**src/rtl/randomizer_scheduler_pkg.sv**
```systemverilog
// Shared definitions for the randomizer scheduler: FSM state encodings and
// the channel-index width helper used by the top and the arbiter.
// No ports; pure package.
package randomizer_scheduler_pkg;

    localparam logic [2:0] S_SEED = 3'd0;
    localparam logic [2:0] S_IDLE = 3'd1;
    localparam logic [2:0] S_GEN  = 3'd2;
    localparam logic [2:0] S_CAP  = 3'd3;
    localparam logic [2:0] S_OUT  = 3'd4;

    // ceil(log2(n)) with a floor of 1 so a single-channel build still has a
    // one-bit channel field.
    function automatic int clog2_min1(input int n);
        int w;
        w = 1;
        while ((1 << w) < n) begin
            w = w + 1;
        end
        return w;
    endfunction

endpackage

```
**src/rtl/randomizer_scheduler_rr_arbiter.sv**
```systemverilog
// Round-robin arbiter: picks the first set request at or after ptr, wrapping.
// Latency: purely combinational. Backpressure: none, caller decides when to use grant.
// Ports: req (per-channel requests), ptr (search start), grant (index), any_grant.
module randomizer_scheduler_rr_arbiter #(
    parameter int NR_CHANNELS   = 4,
    parameter int CHANNEL_WIDTH = 2
) (
    input  logic [NR_CHANNELS-1:0]   req,
    input  logic [CHANNEL_WIDTH-1:0] ptr,
    output logic [CHANNEL_WIDTH-1:0] grant,
    output logic                     any_grant
);

    localparam logic [CHANNEL_WIDTH:0] NR_CH_W = (CHANNEL_WIDTH + 1)'(NR_CHANNELS);

    logic [NR_CHANNELS-1:0]   rot;
    logic [CHANNEL_WIDTH-1:0] off;
    logic [CHANNEL_WIDTH:0]   sum;

    always_comb begin
        // Rotate so that bit 0 is the channel at ptr; the doubled vector makes
        // the wrap-around free.
        rot       = NR_CHANNELS'({req, req} >> ptr);
        off       = '0;
        any_grant = |req;
        // Walk downwards so the lowest set offset is the last one written.
        for (int i = NR_CHANNELS - 1; i >= 0; i--) begin
            if (rot[i]) begin
                off = CHANNEL_WIDTH'(i);
            end
        end
        sum = {1'b0, ptr} + {1'b0, off};
        if (sum >= NR_CH_W) begin
            sum = sum - NR_CH_W;
        end
        grant = sum[CHANNEL_WIDTH-1:0];
    end

endmodule

```
**src/rtl/randomizer_scheduler.sv**
```systemverilog
// Owns one shared multi-channel randomizer: seeds every channel after reset,
// then round-robin serves per-channel noise requests, one word per 4 clk.
// Latency: request seen in idle -> out_valid 3 clk later. Backpressure: out_*
// held stable while !out_ready; no new randomizer step until the word is taken.
// Ports: clk/rst; req (per-channel level requests); out_data/out_ch/out_valid/
// out_ready (result handshake); reseed_valid/ch/value/ready (run-time reseed);
// seed_done (initial seeding finished); rndm_ch/seed/init/ready and rndm_out
// (randomizer control and its registered result).
module randomizer_scheduler
    import randomizer_scheduler_pkg::*;
#(
    parameter int  NR_CHANNELS   = 4,
    parameter int  OUTPUT_WIDTH  = 32,
    parameter int  SEED_BASE     = 1,
    localparam int CHANNEL_WIDTH = clog2_min1(NR_CHANNELS)
) (
    input  logic                     clk,
    input  logic                     rst,
    input  logic [NR_CHANNELS-1:0]   req,
    output logic [OUTPUT_WIDTH-1:0]  out_data,
    output logic [CHANNEL_WIDTH-1:0] out_ch,
    output logic                     out_valid,
    input  logic                     out_ready,
    input  logic                     reseed_valid,
    input  logic [CHANNEL_WIDTH-1:0] reseed_ch,
    input  logic [OUTPUT_WIDTH-1:0]  reseed_value,
    output logic                     reseed_ready,
    output logic                     seed_done,
    output logic [CHANNEL_WIDTH-1:0] rndm_ch,
    output logic [OUTPUT_WIDTH-1:0]  rndm_seed,
    output logic                     rndm_init,
    output logic                     rndm_ready,
    input  logic [OUTPUT_WIDTH-1:0]  rndm_out
);

    localparam logic [CHANNEL_WIDTH:0] NR_CH_W = (CHANNEL_WIDTH + 1)'(NR_CHANNELS);

    logic [2:0]               state;
    logic [CHANNEL_WIDTH:0]   seed_cnt;
    logic [CHANNEL_WIDTH-1:0] rr_ptr;
    logic [CHANNEL_WIDTH-1:0] grant;
    logic                     any_grant;
    logic [CHANNEL_WIDTH-1:0] ptr_nxt;
    logic [OUTPUT_WIDTH-1:0]  dflt_seed;
    logic                     reseed_in_range;

    randomizer_scheduler_rr_arbiter #(
        .NR_CHANNELS   (NR_CHANNELS),
        .CHANNEL_WIDTH (CHANNEL_WIDTH)
    ) u_arb (
        .req       (req),
        .ptr       (rr_ptr),
        .grant     (grant),
        .any_grant (any_grant)
    );

    // Default seed for the channel being initialised; an all-zero seed would
    // lock the LFSR, so it is bumped to 1.
    always_comb begin
        dflt_seed = OUTPUT_WIDTH'(SEED_BASE) + OUTPUT_WIDTH'(seed_cnt);
        if (dflt_seed == '0) begin
            dflt_seed = OUTPUT_WIDTH'(1);
        end
    end

    // Pointer moves to the channel after the winner; stays 0 for one channel.
    always_comb begin
        if (grant == CHANNEL_WIDTH'(NR_CHANNELS - 1)) begin
            ptr_nxt = '0;
        end else begin
            ptr_nxt = grant + 1'b1;
        end
    end

    assign reseed_in_range = ({1'b0, reseed_ch} < NR_CH_W);
    assign reseed_ready    = (state == S_IDLE);

    always_ff @(posedge clk) begin
        if (rst) begin
            state      <= S_SEED;
            seed_cnt   <= '0;
            rr_ptr     <= '0;
            out_data   <= '0;
            out_ch     <= '0;
            out_valid  <= 1'b0;
            seed_done  <= 1'b0;
            rndm_ch    <= '0;
            rndm_seed  <= '0;
            rndm_init  <= 1'b0;
            rndm_ready <= 1'b0;
        end else begin
            case (state)
                S_SEED: begin
                    if (seed_cnt == NR_CH_W) begin
                        rndm_init <= 1'b0;
                        seed_done <= 1'b1;
                        state     <= S_IDLE;
                    end else begin
                        rndm_init <= 1'b1;
                        rndm_ch   <= seed_cnt[CHANNEL_WIDTH-1:0];
                        rndm_seed <= dflt_seed;
                        seed_cnt  <= seed_cnt + 1'b1;
                    end
                end
                S_IDLE: begin
                    rndm_init <= 1'b0;
                    // Reseed wins over requests; out-of-range channels are
                    // consumed without touching the randomizer.
                    if (reseed_valid) begin
                        if (reseed_in_range) begin
                            rndm_init <= 1'b1;
                            rndm_ch   <= reseed_ch;
                            rndm_seed <= reseed_value;
                        end
                    end else if (any_grant) begin
                        rndm_ch    <= grant;
                        rndm_ready <= 1'b1;
                        rr_ptr     <= ptr_nxt;
                        state      <= S_GEN;
                    end
                end
                S_GEN: begin
                    // Randomizer samples rndm_ready at this edge.
                    rndm_ready <= 1'b0;
                    state      <= S_CAP;
                end
                S_CAP: begin
                    out_data  <= rndm_out;
                    out_ch    <= rndm_ch;
                    out_valid <= 1'b1;
                    state     <= S_OUT;
                end
                S_OUT: begin
                    if (out_ready) begin
                        out_valid <= 1'b0;
                        state     <= S_IDLE;
                    end
                end
                default: begin
                    rndm_init  <= 1'b0;
                    rndm_ready <= 1'b0;
                    out_valid  <= 1'b0;
                    state      <= S_IDLE;
                end
            endcase
        end
    end

endmodule

```
**config.mk**
```make
export PLATFORM = sky130hd
export DESIGN_NAME = randomizer_scheduler
export DESIGN_NICKNAME = d
export VERILOG_FILES = /design/src/rtl/randomizer_scheduler_pkg.sv /design/src/rtl/randomizer_scheduler_rr_arbiter.sv /design/src/rtl/randomizer_scheduler.sv
export SDC_FILE = /design/constraint.sdc
export NUM_CORES = 1
export LEC_CHECK = 0
export ABC_AREA = 1
export BUFFER_PORTS_ARGS = -buffer_cell sky130_fd_sc_hd__buf_4
export CORE_ASPECT_RATIO = 1.1
export CORE_MARGIN = 8
export CORE_UTILIZATION = 50
export CTS_CLUSTER_SIZE = 40
export DETAILED_ROUTE_END_ITERATION = 7
export GPL_TIMING_DRIVEN = 0
export PLACE_DENSITY_LB_ADDON = 0.1
export SLEW_MARGIN = 10
export SYNTH_ARGS = -nofsm -noshare
export SYNTH_HDL_FRONTEND = slang
export SYNTH_SLANG_ARGS = --single-unit
```
**constraint.sdc**
```tcl
create_clock -name clk -period 4.8 [get_ports clk]
set_input_delay 0.48 -clock clk [delete_from_list [all_inputs] [get_ports clk]]
set_output_delay 0.48 -clock clk [all_outputs]
set_load 0.01 [all_outputs]
```
==> results.toml <==
[synthesis]
ys_seq_area_share_pct = 49.5
synthTopCellsByArea = "dfxtp_1, nor2_1, o21ai_0"
netlist_area_um2 = 3230
syn_avg_cell_area_um2 = 7.63
synth_top_area_share_pct = 49.5
synthesis.nets = 502
synth_edf_count = 0
ys_types = 31
ys_seq_elements = 80
ys.flop_type = "dfxtp_1"
yosys.cell_count.top_type = "nor2_1"
async_flop_share_pct = 0
yosysWarnings = 0
ys_top_cells_by_count = "nor2_1, dfxtp_1, o21ai_0"
synthesis.instances = 424
synth_largest_area_cell = "dfxtp_1"

[power_and_ir_drop]
p_leak_nw = 2.22
ir_drop_mv = 0.264
p_per_area_nw_per_um2 = 537
total_power_w = 0.00247

[critical_path]
critPathKind = "register to output port"
crit_fanout = 10
startpoint_type = "register"
reg2reg_setup_slack_ns = 2.77
crit_path_end_kind = "output port"
cp_data_required_time_ns = 4.32
arrival_ns = 1.58

[global_routing]
antenna_found_initial = 0
grt_pass1_vias = 3252
grt_max_degree = 15
grt_pass1_wl_um = 15200
grt.total_usage_pct = 20.1
grt-ovfl-total = 0

[floorplan]
fp.dieH_um = 100
fp.dieW_um = 92.7
rows = 30
core-area_um2 = 6230
die-area_um2 = 9300
start_util_pct = 51.9
io_pins = 147

[final_layout]
nets = 659
n_antenna_cell = 0
drive_gt1_share_pct = 33.3
post-route-util_pct = 74.0
regArea_um2 = 1600
multi_input_area_um2 = 1440
syn_to_final_growth_pct = 42.6
fillCellCount = 505

[cts]
clk_pin_slew_ns = 0.08
clock_sinks = 80
cts_buffers = 9
htreeDepth = 3
cts_root_buf = "clkbuf_8"
cts_hold_buf = 0
cts_post_setup_buffers_inserted = 0
tritoncts = "done"
ctsResizeCount = 0
clk_latency_ns = 0.35
cts_buffer_depth = 2

[timing]
tightest_slew_ns = 0.406
finalSetupTns_ns = 0
max_freq_ghz = 0.486
setup_viol = 0
relSlewSlack_pct = 73.0
fin_crit_sh_pct = 42.9
finClkSkew_ns = 0.00823
maxSlewViolCount = 0
finalHoldViolCount = 0
fin_ws_ns = 2.74
post-route-min-period_ns = 2.06
rsz0062_at_grt = "false"

[placed_design]
pre_cts_ws_ns = 2.76
hpwlAfterDp_um = 7190
port-buffer-count = 146
gp_congestion = 0.842

[detailed_routing]
dr.pass1.iters = 4
drt_iter0_markers = 153
ant_nets = 0
drc = 0
vias = 3368
drt_wl_total_um = 9450
viasPerCell = 5.06
wl_per_cell_um = 14.2

[status]
status = "finished clean"

[run]
drv_cap = 0

[hold_path]
hold_class = "primary input to register"
==> cell families (layout without fill, tap and decap cells) <==
group / count (synthesis) / in the layout / share of synthesized area, %
AOI/OAI and AO/OA: 126 / 126 / 20.4
xor gates and xnor gates: 1 / 1 / 0.271
adders and majority gates: 4 / 4 / 1.55
buffers and inverters: 43 / 205 / 5.88
DFF: 80 / 80 / 49.5
and+or+nand+nor: 170 / 170 / 22.4
==> state kept, by name (all words and copies together) (netlist names) <==
| register | flops |
|---|---|
| out_ch | 2 |
| rndm_init | 1 |
| rr_ptr | 2 |
| rndm_seed | 32 |
| out_data | 32 |
| out_valid | 1 |
| state | 3 |
| rndm_ready | 1 |
| seed_done | 1 |
| rndm_ch | 2 |
| seed_cnt | 3 |
==> worst max-delay path: stages, from the launching register on <==
cell	delay, ns
dfxtp_1	0.37
inv_2	0.08
nand2_2	0.07
nor2_4	0.14
buf_4	0.19
buf_2	0.23
buf_4	0.15
==> layer usage <==
layer / vias up / GRT usage (%) / share of wire (%)
met5: - / 0 / 0
met4: 0 / 8.31 / 1.1
met3: 7 / 8.66 / 11
met2: 121 / 33.4 / 48
met1: 1530 / 21.8 / 40
li1: 1710 / - / -
==> stage by stage <==
stage	std cells	hold WS, ns	cell area, um^2
finish	666	0.335	4610
global route	666	0.313	4610
CTS	666	0.311	4610
detailed placement	650	0.461	4430
global placement	650	0.453	4430
floorplan	424	0.471	3230
==> worst paths after layout <==
kind              cells after the start            to      start
setup reg to reg                     13     rr_ptr[1]  rr_ptr[0]
setup / recovery                      6  reseed_ready   state[2]
hold reg to reg                       1     seed_done  seed_done
hold / removal                        2      state[1]        rst
==> area by class of cell <==
| class | count | share of cell area [%] |
|---|---|---|
| tap | 80 | 2.17 |
| buffer | 25 | 2.66 |
| clock inverter | 6 | 0.923 |
| clock buffer | 10 | 2.99 |
| timing repair buffer | 146 | 23.8 |
| inverter | 18 | 1.47 |
| sequential | 80 | 34.7 |
| multi-input combinational | 301 | 31.3 |
==> power breakdown <==
group | switching (W) | internal [W] | leakage, nW | total (W)
logic | 0.000627 | 0.000470 | 1.48 | 0.00110
registers | 0.0000934 | 0.000831 | 0.652 | 0.000924
clock network | 0.000250 | 0.000203 | 0.0887 | 0.000453
==> layout by cell type (no fill, tap or decap), types with 2 or more instances in the layout <==
| cell type | Yosys | layout |
|---|---|---|
| ha_1 | 4 | 4 |
| nor2_4 | 4 | 4 |
| clkbuf_8 | 0 | 10 |
| a21oi_2 | 2 | 2 |
| a31oi_1 | 3 | 3 |
| nand2_4 | 2 | 2 |
| a21oi_1 | 36 | 36 |
| nand2_2 | 3 | 3 |
| nand3_1 | 15 | 15 |
| o21a_1 | 3 | 3 |
| clkinv_2 | 0 | 2 |
| buf_4 | 2 | 148 |
| nand2_1 | 33 | 33 |
| o21ai_0 | 77 | 77 |
| clkbuf_1 | 11 | 11 |
| inv_1 | 11 | 11 |
| buf_2 | 10 | 10 |
| inv_2 | 6 | 6 |
| dfxtp_1 | 80 | 80 |
| nor2_1 | 109 | 109 |
| clkinvlp_4 | 0 | 2 |
(Power assumes the default switching activity.)
